File: src/rtl/inst_fetch_queue_pkg.sv
// inst_fetch_queue_pkg: shared constants and queue entry layout for the instruction fetch queue.
package inst_fetch_queue_pkg;
    localparam logic [31:0] IFQ_RESET_PC    = 32'hBFC0_0000;
    localparam int          IFQ_ENTRY_W     = 64;
    localparam logic [31:0] IFQ_FETCH_BYTES = 32'd8;

    typedef struct packed {
        logic [31:0] pc;
        logic [31:0] inst;
    } ifq_entry_t;
endpackage

File: src/rtl/ifq_storage.sv
// ifq_storage: DEPTH-entry register array, two adjacent write slots and two adjacent async read slots.
module ifq_storage
    import inst_fetch_queue_pkg::*;
#(
    parameter int DEPTH = 8
) (
    input  logic                       clk,
    input  logic                       i_we,
    input  logic [$clog2(DEPTH)-1:0]   i_wr_ptr,
    input  logic [IFQ_ENTRY_W-1:0]     i_wdata0,
    input  logic [IFQ_ENTRY_W-1:0]     i_wdata1,
    input  logic [$clog2(DEPTH)-1:0]   i_rd_ptr,
    output logic [IFQ_ENTRY_W-1:0]     o_rdata0,
    output logic [IFQ_ENTRY_W-1:0]     o_rdata1
);
    localparam int AW = $clog2(DEPTH);

    logic [IFQ_ENTRY_W-1:0] r_mem [DEPTH];

    always_ff @(posedge clk) begin
        if (i_we) begin
            r_mem[i_wr_ptr]           <= i_wdata0;
            r_mem[i_wr_ptr + AW'(1)]  <= i_wdata1;
        end
    end

    assign o_rdata0 = r_mem[i_rd_ptr];
    assign o_rdata1 = r_mem[i_rd_ptr + AW'(1)];
endmodule

File: src/rtl/inst_fetch_queue.sv
// inst_fetch_queue: sequential fetch PC generator feeding a two-wide instruction FIFO for decode.
// IFQ_BYPASS_EN: empty-queue responses reach the outputs in the same cycle as inst_data_ok.
module inst_fetch_queue
    import inst_fetch_queue_pkg::*;
#(
    parameter int          DEPTH    = 8,
    parameter logic [31:0] RESET_PC = IFQ_RESET_PC
) (
    input  logic        clk,
    input  logic        rstn,
    input  logic        flush,
    input  logic [31:0] flush_pc,
    output logic        inst_req,
    output logic [31:0] inst_addr,
    input  logic        inst_addr_ok,
    input  logic        inst_data_ok,
    input  logic [63:0] inst_rdata,
    output logic        out_valid0,
    output logic        out_valid1,
    output logic [31:0] out_inst0,
    output logic [31:0] out_inst1,
    output logic [31:0] out_pc0,
    output logic [31:0] out_pc1,
    input  logic [1:0]  deq_num
);
    localparam int AW = $clog2(DEPTH);
    localparam int CW = AW + 1;

    logic [31:0]   r_fetch_pc;
    logic          r_outstanding;
    logic          r_discard;
    logic [CW-1:0] r_count;
    logic [AW-1:0] r_rd_ptr;
    logic [AW-1:0] r_wr_ptr;

    logic          w_accept;
    logic          w_resp;
    logic          w_enq;
    logic          w_byp;
    logic [31:0]   w_need;
    logic [31:0]   w_resp_pc;
    ifq_entry_t    w_wdata0;
    ifq_entry_t    w_wdata1;
    ifq_entry_t    w_rdata0;
    ifq_entry_t    w_rdata1;

    // Space is reserved for the in-flight pair so a response can always be enqueued.
    assign w_need    = 32'(r_count) + ((r_outstanding & ~r_discard) ? 32'd2 : 32'd0);
    assign inst_req  = rstn & ~flush & (~r_outstanding | inst_data_ok) & (w_need <= 32'(DEPTH - 2));
    assign inst_addr = r_fetch_pc;
    assign w_accept  = inst_req & inst_addr_ok;
    assign w_resp    = inst_data_ok & r_outstanding;
    assign w_enq     = w_resp & ~r_discard & ~flush;
    // Only one request is in flight, so its address is one fetch block behind fetch_pc.
    assign w_resp_pc = r_fetch_pc - IFQ_FETCH_BYTES;
    assign w_wdata0  = '{pc: w_resp_pc, inst: inst_rdata[31:0]};
    assign w_wdata1  = '{pc: w_resp_pc + 32'd4, inst: inst_rdata[63:32]};

    ifq_storage #(.DEPTH(DEPTH)) u_storage (
        .clk      (clk),
        .i_we     (w_enq),
        .i_wr_ptr (r_wr_ptr),
        .i_wdata0 (w_wdata0),
        .i_wdata1 (w_wdata1),
        .i_rd_ptr (r_rd_ptr),
        .o_rdata0 (w_rdata0),
        .o_rdata1 (w_rdata1)
    );

    always_ff @(posedge clk) begin
        if (!rstn) begin
            r_fetch_pc    <= RESET_PC;
            r_outstanding <= 1'b0;
            r_discard     <= 1'b0;
            r_count       <= '0;
            r_rd_ptr      <= '0;
            r_wr_ptr      <= '0;
        end else if (flush) begin
            r_fetch_pc    <= flush_pc;
            r_outstanding <= r_outstanding & ~inst_data_ok;
            r_discard     <= r_outstanding & ~inst_data_ok;
            r_count       <= '0;
            r_rd_ptr      <= '0;
            r_wr_ptr      <= '0;
        end else begin
            if (w_accept) begin
                r_fetch_pc    <= r_fetch_pc + IFQ_FETCH_BYTES;
                r_outstanding <= 1'b1;
                r_discard     <= 1'b0;
            end else if (w_resp) begin
                r_outstanding <= 1'b0;
            end
            // A bypassed pair is written too; the same-cycle dequeue retires whatever decode took.
            if (w_enq)
                r_wr_ptr <= r_wr_ptr + AW'(2);
            r_rd_ptr <= r_rd_ptr + AW'(deq_num);
            r_count  <= r_count + (w_enq ? CW'(2) : CW'(0)) - CW'(deq_num);
        end
    end

    always_ff @(posedge clk) begin
        if (rstn && w_enq)
            assert (r_count <= CW'(DEPTH - 2));
    end

`ifdef IFQ_BYPASS_EN
    assign w_byp = w_enq & (r_count == '0);
`else
    assign w_byp = 1'b0;
`endif

    assign out_valid0 = w_byp | (r_count >= CW'(1));
    assign out_valid1 = w_byp | (r_count >= CW'(2));
    assign out_inst0  = w_byp ? w_wdata0.inst : w_rdata0.inst;
    assign out_pc0    = w_byp ? w_wdata0.pc   : w_rdata0.pc;
    assign out_inst1  = w_byp ? w_wdata1.inst : w_rdata1.inst;
    assign out_pc1    = w_byp ? w_wdata1.pc   : w_rdata1.pc;
endmodule
File: config.mk
export PLATFORM = sky130hd
export DESIGN_NAME = inst_fetch_queue
export DESIGN_NICKNAME = d
export VERILOG_FILES = /design/src/rtl/inst_fetch_queue_pkg.sv /design/src/rtl/ifq_storage.sv /design/src/rtl/inst_fetch_queue.sv
export SDC_FILE = /design/constraint.sdc
export NUM_CORES = 1
export LEC_CHECK = 0
export ABC_CLOCK_PERIOD_IN_PS = 11700
export CORE_MARGIN = 2
export CORE_UTILIZATION = 62
export DETAILED_ROUTE_END_ITERATION = 10
export PLACE_DENSITY_LB_ADDON = 0.08
export SYNTH_ARGS = -nofsm -noshare
export SYNTH_HDL_FRONTEND = slang
export SYNTH_SLANG_ARGS = --single-unit
File: constraint.sdc
create_clock -name clk -period 11.7 [get_ports clk]
set_clock_uncertainty 0.1 [all_clocks]
set_input_delay 1.755 -clock clk [delete_from_list [all_inputs] [get_ports clk]]
set_output_delay 1.755 -clock clk [all_outputs]
set_load 0.01 [all_outputs]
# Word level (Yosys, flattened, before mapping)
# Memories as Yosys holds them, arrays and structs flattened. A register that Yosys moved wholly into a read port is not among the register bits.
# Cells that the tools add are included.
[totals]
register_bits = 44
ramBits = 512
input_bits = 103
output_inout_bits = 163
word_cells = 50
mem_count = 1
[classes]
n_addsub = 10
n_lt_le_gt_ge = 3
n_mux = 12
bitwise_logic = 15
n_reduce_logical = 3
[mem_list]
columns = ["memory", "depth", "width", "rd", "rd_ports_with_merged_regs", "wr", "line", "source"]
rows = [
  ["u_storage.r_mem", 8, 64, 2, 1, 2, "ifq_storage.sv:18", "logic [IFQ_ENTRY_W-1:0] r_mem [DEPTH];"],
]
[ops]
columns = ["op", "n"]
rows = [
  ["32-bit two-way mux", 2],
  ["32-bit by 3-bit adder with 32-bit output (second input constant)", 1],
  ["32-bit by 4-bit adder with 32-bit output (second input constant)", 1],
  ["32-bit by 4-bit subtractor with 32-bit output (second input constant)", 1],
  ["1-bit AND", 9],
  ["1-bit two-way mux", 7],
  ["3-bit by 1-bit adder with 3-bit output (second input constant)", 2],
  ["4-bit by 2-bit adder with 5-bit output", 1],
  ["5-bit by 3-bit <= comparator with 1-bit output (second input constant)", 1],
  ["1-bit inverter", 5],
  ["4-bit by 2-bit adder with 4-bit output", 1],
  ["4-bit by 1-bit >= comparator with 1-bit output (second input constant)", 1],
  ["4-bit by 2-bit >= comparator with 1-bit output (second input constant)", 1],
  ["2-bit two-way mux", 2],
  ["4-bit by 2-bit subtractor with 4-bit output", 1],
  ["3-bit by 2-bit adder with 3-bit output", 1],
  ["3-bit by 2-bit adder with 3-bit output (second input constant)", 1],
  ["3-bit two-way mux", 1],
  ["3-bit nonzero test", 1],
  ["2-bit nonzero test", 1],
  ["2-bit OR reduction", 1],
  ["1-bit bitwise OR", 1],
]

# Depth between registers and ports, before layout
[depth]
depth_word = 9
mapped_depth = 11
ltp_nobuf = 11

# Hierarchy
# A second synthesis with hierarchy kept.
[unflattened]
cells_unflattened = 2551
hier_area_um2 = 34166.5
[by_module_without_submodules]
columns = ["mod", "instances", "cells_each", "area_each_um2", "seq_area_each_um2"]
rows = [
  ["ifq_storage", 1, 2012, 30215.2, 15374.7],
  ["inst_fetch_queue", 1, 539, 3951.3, 860.8],
]

# Least setup slack after synthesis
# OpenSTA, ideal clock, no wires.
[synth_timing]
path_kind = "input-to-reg"
from = "input flush"
to = "memory u_storage.r_mem[0][0] (enable)"
setup_time_ns = 0.500
arrival_time_ns = 5.281
required_time_ns = 11.100
path_slack_ns = 5.819
stages = 4
path_buffers = 2
cell_sequence = "clkbuf_1 > clkbuf_1 > nor2_1 > and2_1"
[synth_rtl]
columns = ["element", "line", "source"]
rows = [
  ["from (decl)", "inst_fetch_queue.sv:11", "input logic flush,"],
  ["to (decl)", "ifq_storage.sv:18", ""],
]

# Worst setup path in the final report
[layout_timing]
from = "register r_rd_ptr[1]"
to = "output out_pc1[16]"
[layout_via]
elab_chain_cells = 2
[layout_rtl]
columns = ["element", "line", "source"]
rows = [
  ["from (decl)", "inst_fetch_queue.sv:33", "logic [AW-1:0] r_rd_ptr;"],
  ["from (signal assigned)", "inst_fetch_queue.sv:96", "r_rd_ptr <= r_rd_ptr + AW'(deq_num);"],
  ["3-bit by 1-bit adder with 3-bit output", "ifq_storage.sv:28", "assign o_rdata1 = r_mem[i_rd_ptr + AW'(1)];"],
  ["memory read 8 x 64 bit", "-", ""],
  ["to (decl)", "inst_fetch_queue.sv:23", "output logic [31:0] out_pc1,"],
]
# Every way passes these cells.

==> results.yml <==
pwr:
  switchingPower_mw: 0.993
  power_leakage_nw: 9.82
  powerDensity_nw_per_um2: 143
  p_sw_share_pct: 22.2
  seq_power_share_pct: 49.4
  power_frac_comb_pct: 12.2
  power.internal_mw: 3.47
  ir_drop_mv: 0.115
  clkPwrFrac_pct: 38.4
clock_tree:
  clockBufferDepth: 3
  cts_tree: "built"
  cts-root-buf: "clkbuf_16"
  htree_levels: 2
  cts_made_buffers: 54
  clk_pin_slew_ns: 0.06
  clk_latency_ns: 0.60
  cts_setup_buffers: 0
  ctsResizeCount: 0
  cts_hold_buf: 0
  cts_sinks: 547
timing:
  hold_violations: 0
  post-route-min-period_ns: 6.43
  setup_viol: 0
  clock.fmax_mhz: 156
  final.setup.tns_ns: 0
  slew_viol_final: 0
  hold_ws_ns: 0.397
  max_slew.worst_pin.slew_ns: 1.15
  rsz0062_at_grt: "false"
  relSlewSlack_pct: 23.1
  period_share_pct: 54.9
global_routing:
  busiest_layer: "met2"
  met2_usage_pct: 45.1
  antenna_found_initial: 4
  met3_usage_pct: 4.74
  grt_pass1_vias: 15694
  grt_use_met1_pct: 36.2
  grt_start_max_net_pins: 145
  globalRouteTotalUtil_pct: 26.7
  grt_first_pass_wirelength_mm: 89.6
  overflow: 0
yosys:
  ys_ff_latch: 547
  syn_inst: 1477
  synthMuxAreaShare_pct: 27.0
  synth_area_per_cell_um2: 17.9
  synth-async-reset-ratio_pct: 0
  synthSimpleGateAreaFrac_pct: 4.94
  syn-num-nets: 1599
  synth_largest_area_cell: "edfxtp_1"
  yosysSeqAreaShare_pct: 60.4
  synth_top_flop_cell: "edfxtp_1"
  synth.distinct_cells: 62
  synth_edf_count: 504
  synth_top_family_by_area: "multiplexers"
  syn_area_um2: 26500
  yosys.area_share.xor_xnor_pct: 2.38
  synth_fa_ha_area_share_pct: 0.983
  synth_compound_area_share_pct: 2.17
  ys_warn_count: 0
  synthTopCellsByArea: "edfxtp_1 57%, mux4_2 21%, mux2_2 5.3%, dfxtp_1 3.3%, xnor2_1 1.6%"
  synth.top_cell.area_share_pct: 57.2
worst_setup_path:
  cp_slowest_cell: "ha_4"
  r2r_start: "inst_addr[3]$_SDFFE_PN0P_"
  cp_top_family: "buffers and inverters"
  critical_path_peak_fanout: 69
  critical_path_class: "reg -> out"
  crit_path_cell_trace: "ha_4, buf_4, mux4_2, mux2_2, clkdlybuf4s50_1"
  critPathCaptureType: "output port"
  cp-start-kind: "flip-flop"
  crit_buf_inv: 2
  cp.arrival_ns: 4.57
  worstPathRequired_ns: 9.85
  cp_slowest_stage_delay_ns: 0.94
  crit_start: "r_rd_ptr[1]$_SDFF_PP0_"
placed_design:
  post_dp_cell_area_um2: 29600
  place.port_buffers: 265
  place_congestion: 0.830
  dpl.hpwl_mm: 36.3
detailed_routing:
  post_drt_wl_per_cell_um: 25.3
  wl_mm: 58.1
  drcViolationCount: 0
  vias_per_cell: 6.56
  drtAntennaViolNets: 0
  drt-initial-drc-count: 1135
  vias: 15024
  dr.pass1.iters: 5
floorplan:
  die_h_um: 211
  start_util_pct: 63.0
  placementRows: 75
  die_area_um2: 44400
  die_w_um: 211
  pin_count: 266
  core_area_um2: 42000
final_layout:
  drive_gt1_share_pct: 28.3
  multi_input_area_um2: 9970
  area_growth_pct: 18.3
  seqCellArea_um2: 16000
  final_area_um2: 31300
  n_fill_cell: 2503
  nets: 1829
hold_path:
  min_from: "r_wr_ptr[2]$_SDFFE_PP0P_"
  hold_class: "reg -> reg"
run:
  drv_cap: 0
status:
  outcome: "complete, no violations"
-- layer usage --
metal,wire [um],vias up
li1,-,6533
met4,1370,6
met1,23000,7806
met2,29700,587
met5,39,-
met3,4000,92
-- Yosys cell counts, types with 2 or more instances --
library cell / instances
and2_1: 10
o311ai_0: 3
nor4_4: 5
nor2_1: 46
nand2b_1: 9
clkbuf_1: 66
nor3_1: 17
a21boi_0: 5
a31oi_1: 7
nand4b_1: 2
nor2b_1: 12
a21oi_1: 16
o211a_1: 9
or3_1: 4
edfxtp_1: 504
fa_1: 3
buf_2: 9
nand3_1: 18
nand3b_1: 2
o22ai_1: 2
ha_1: 16
mux2i_1: 7
or2_2: 2
a211oi_1: 2
or3b_2: 2
or4_1: 5
buf_4: 4
nor3b_1: 2
and3_1: 9
inv_1: 31
a221oi_1: 3
xor2_1: 23
or4b_1: 2
buf_1: 29
xnor2_1: 49
nand2_1: 52
nor4_1: 7
o211ai_1: 3
and4_1: 3
mux2_2: 125
a22oi_1: 2
nand4_1: 13
dfxtp_1: 43
o21ai_0: 25
mux4_2: 252
-- path summary, 6_finish.rpt --
| check | slack [ns] | cells after the start | to |
|---|---|---|---|
| worst max-delay path | 5.27 | 5 | out_pc1[16] |
| worst min-delay path | 0.40 | 2 | r_wr_ptr[2]$_SDFFE_PP0P_ |
| worst max register to register | 7.87 | 9 | u_storage.r_mem[3][62]$_DFFE_PP_ |
| worst min register to register | 0.40 | 2 | r_wr_ptr[2]$_SDFFE_PP0P_ |
-- power by group through the flow --
stage	clock network, mW	registers [mW]	logic [mW]
after CTS	1.75	2.20	0.549
after global placement	0	2.24	0.535
final	1.72	2.21	0.545
after detailed placement	0	2.25	0.545
after global routing	1.82	2.21	0.583
after floorplan	0	2.22	0.340
-- worst register-to-register path, stage by stage (launching register included) --
cell      delay [ns]
dfxtp_1         0.57
inv_1           0.24
ha_1            0.35
xor2_1          0.32
and3_1          0.36
o21ai_0         0.26
nand4b_1        0.40
nor4_4          0.46
nand4_1         0.26
xnor2_1         0.32
-- flip-flops by register name (all words and copies together), names as in the netlist --
register / flops
inst_addr: 32
r_count: 4
r_discard: 1
r_outstanding: 1
r_rd_ptr: 3
r_wr_ptr: 2
u_storage.r_mem: 504
-- layout by cell type, fill, tap and decap left out, types with 12 or more instances in the layout --
cell             instances
clkinv_1                14
o21ai_0                 25
a21oi_1                 16
mux4_2                 252
nor3_1                  17
nand2_1                 52
nand4_1                 13
clkdlybuf4s50_1        265
inv_1                   31
nor2_1                  46
xnor2_1                 49
clkbuf_16               55
clkbuf_1                12
ha_1                    15
xor2_1                  22
nand3_1                 18
edfxtp_1               504
dfxtp_1                 40
mux2_2                 125
buf_4                   17
nor2b_1                 12
-- per-stage QoR --
step	cells	total power [mW]	utilization [%]	setup WS, ns
finish	2291	4.47	74.5	5.27
global route	2290	4.61	74.5	4.97
CTS	2290	4.50	74.5	5.12
detailed placement	2190	2.79	70.3	5.74
global placement	2190	2.78	70.3	5.82
floorplan	1477	2.57	-	5.82
-- area by class of cell --
cell class / count / share of cell area (%)
multi-input cells: 790 / 31.8
inverters: 31 / 0.372
clock buffers: 67 / 4.54
diodes: 1 / 0.00799
repair buffers: 283 / 8.94
clock inverters: 33 / 1.05
well taps: 539 / 2.15
flip-flops and latches: 547 / 51.1
-- cell families (layout without fill, tap and decap cells) --
logic type                 Yosys count  count (layout)
adders and majority gates           19              19
buffers and inverters              140             414
DFF                                547             547
xor gates and xnor gates            72              72
and+or+nand+nor                    230             230
muxes                              384             384
other                                0               1
AOI/OAI and AO/OA                   85              85
(Power assumes the default switching activity.)
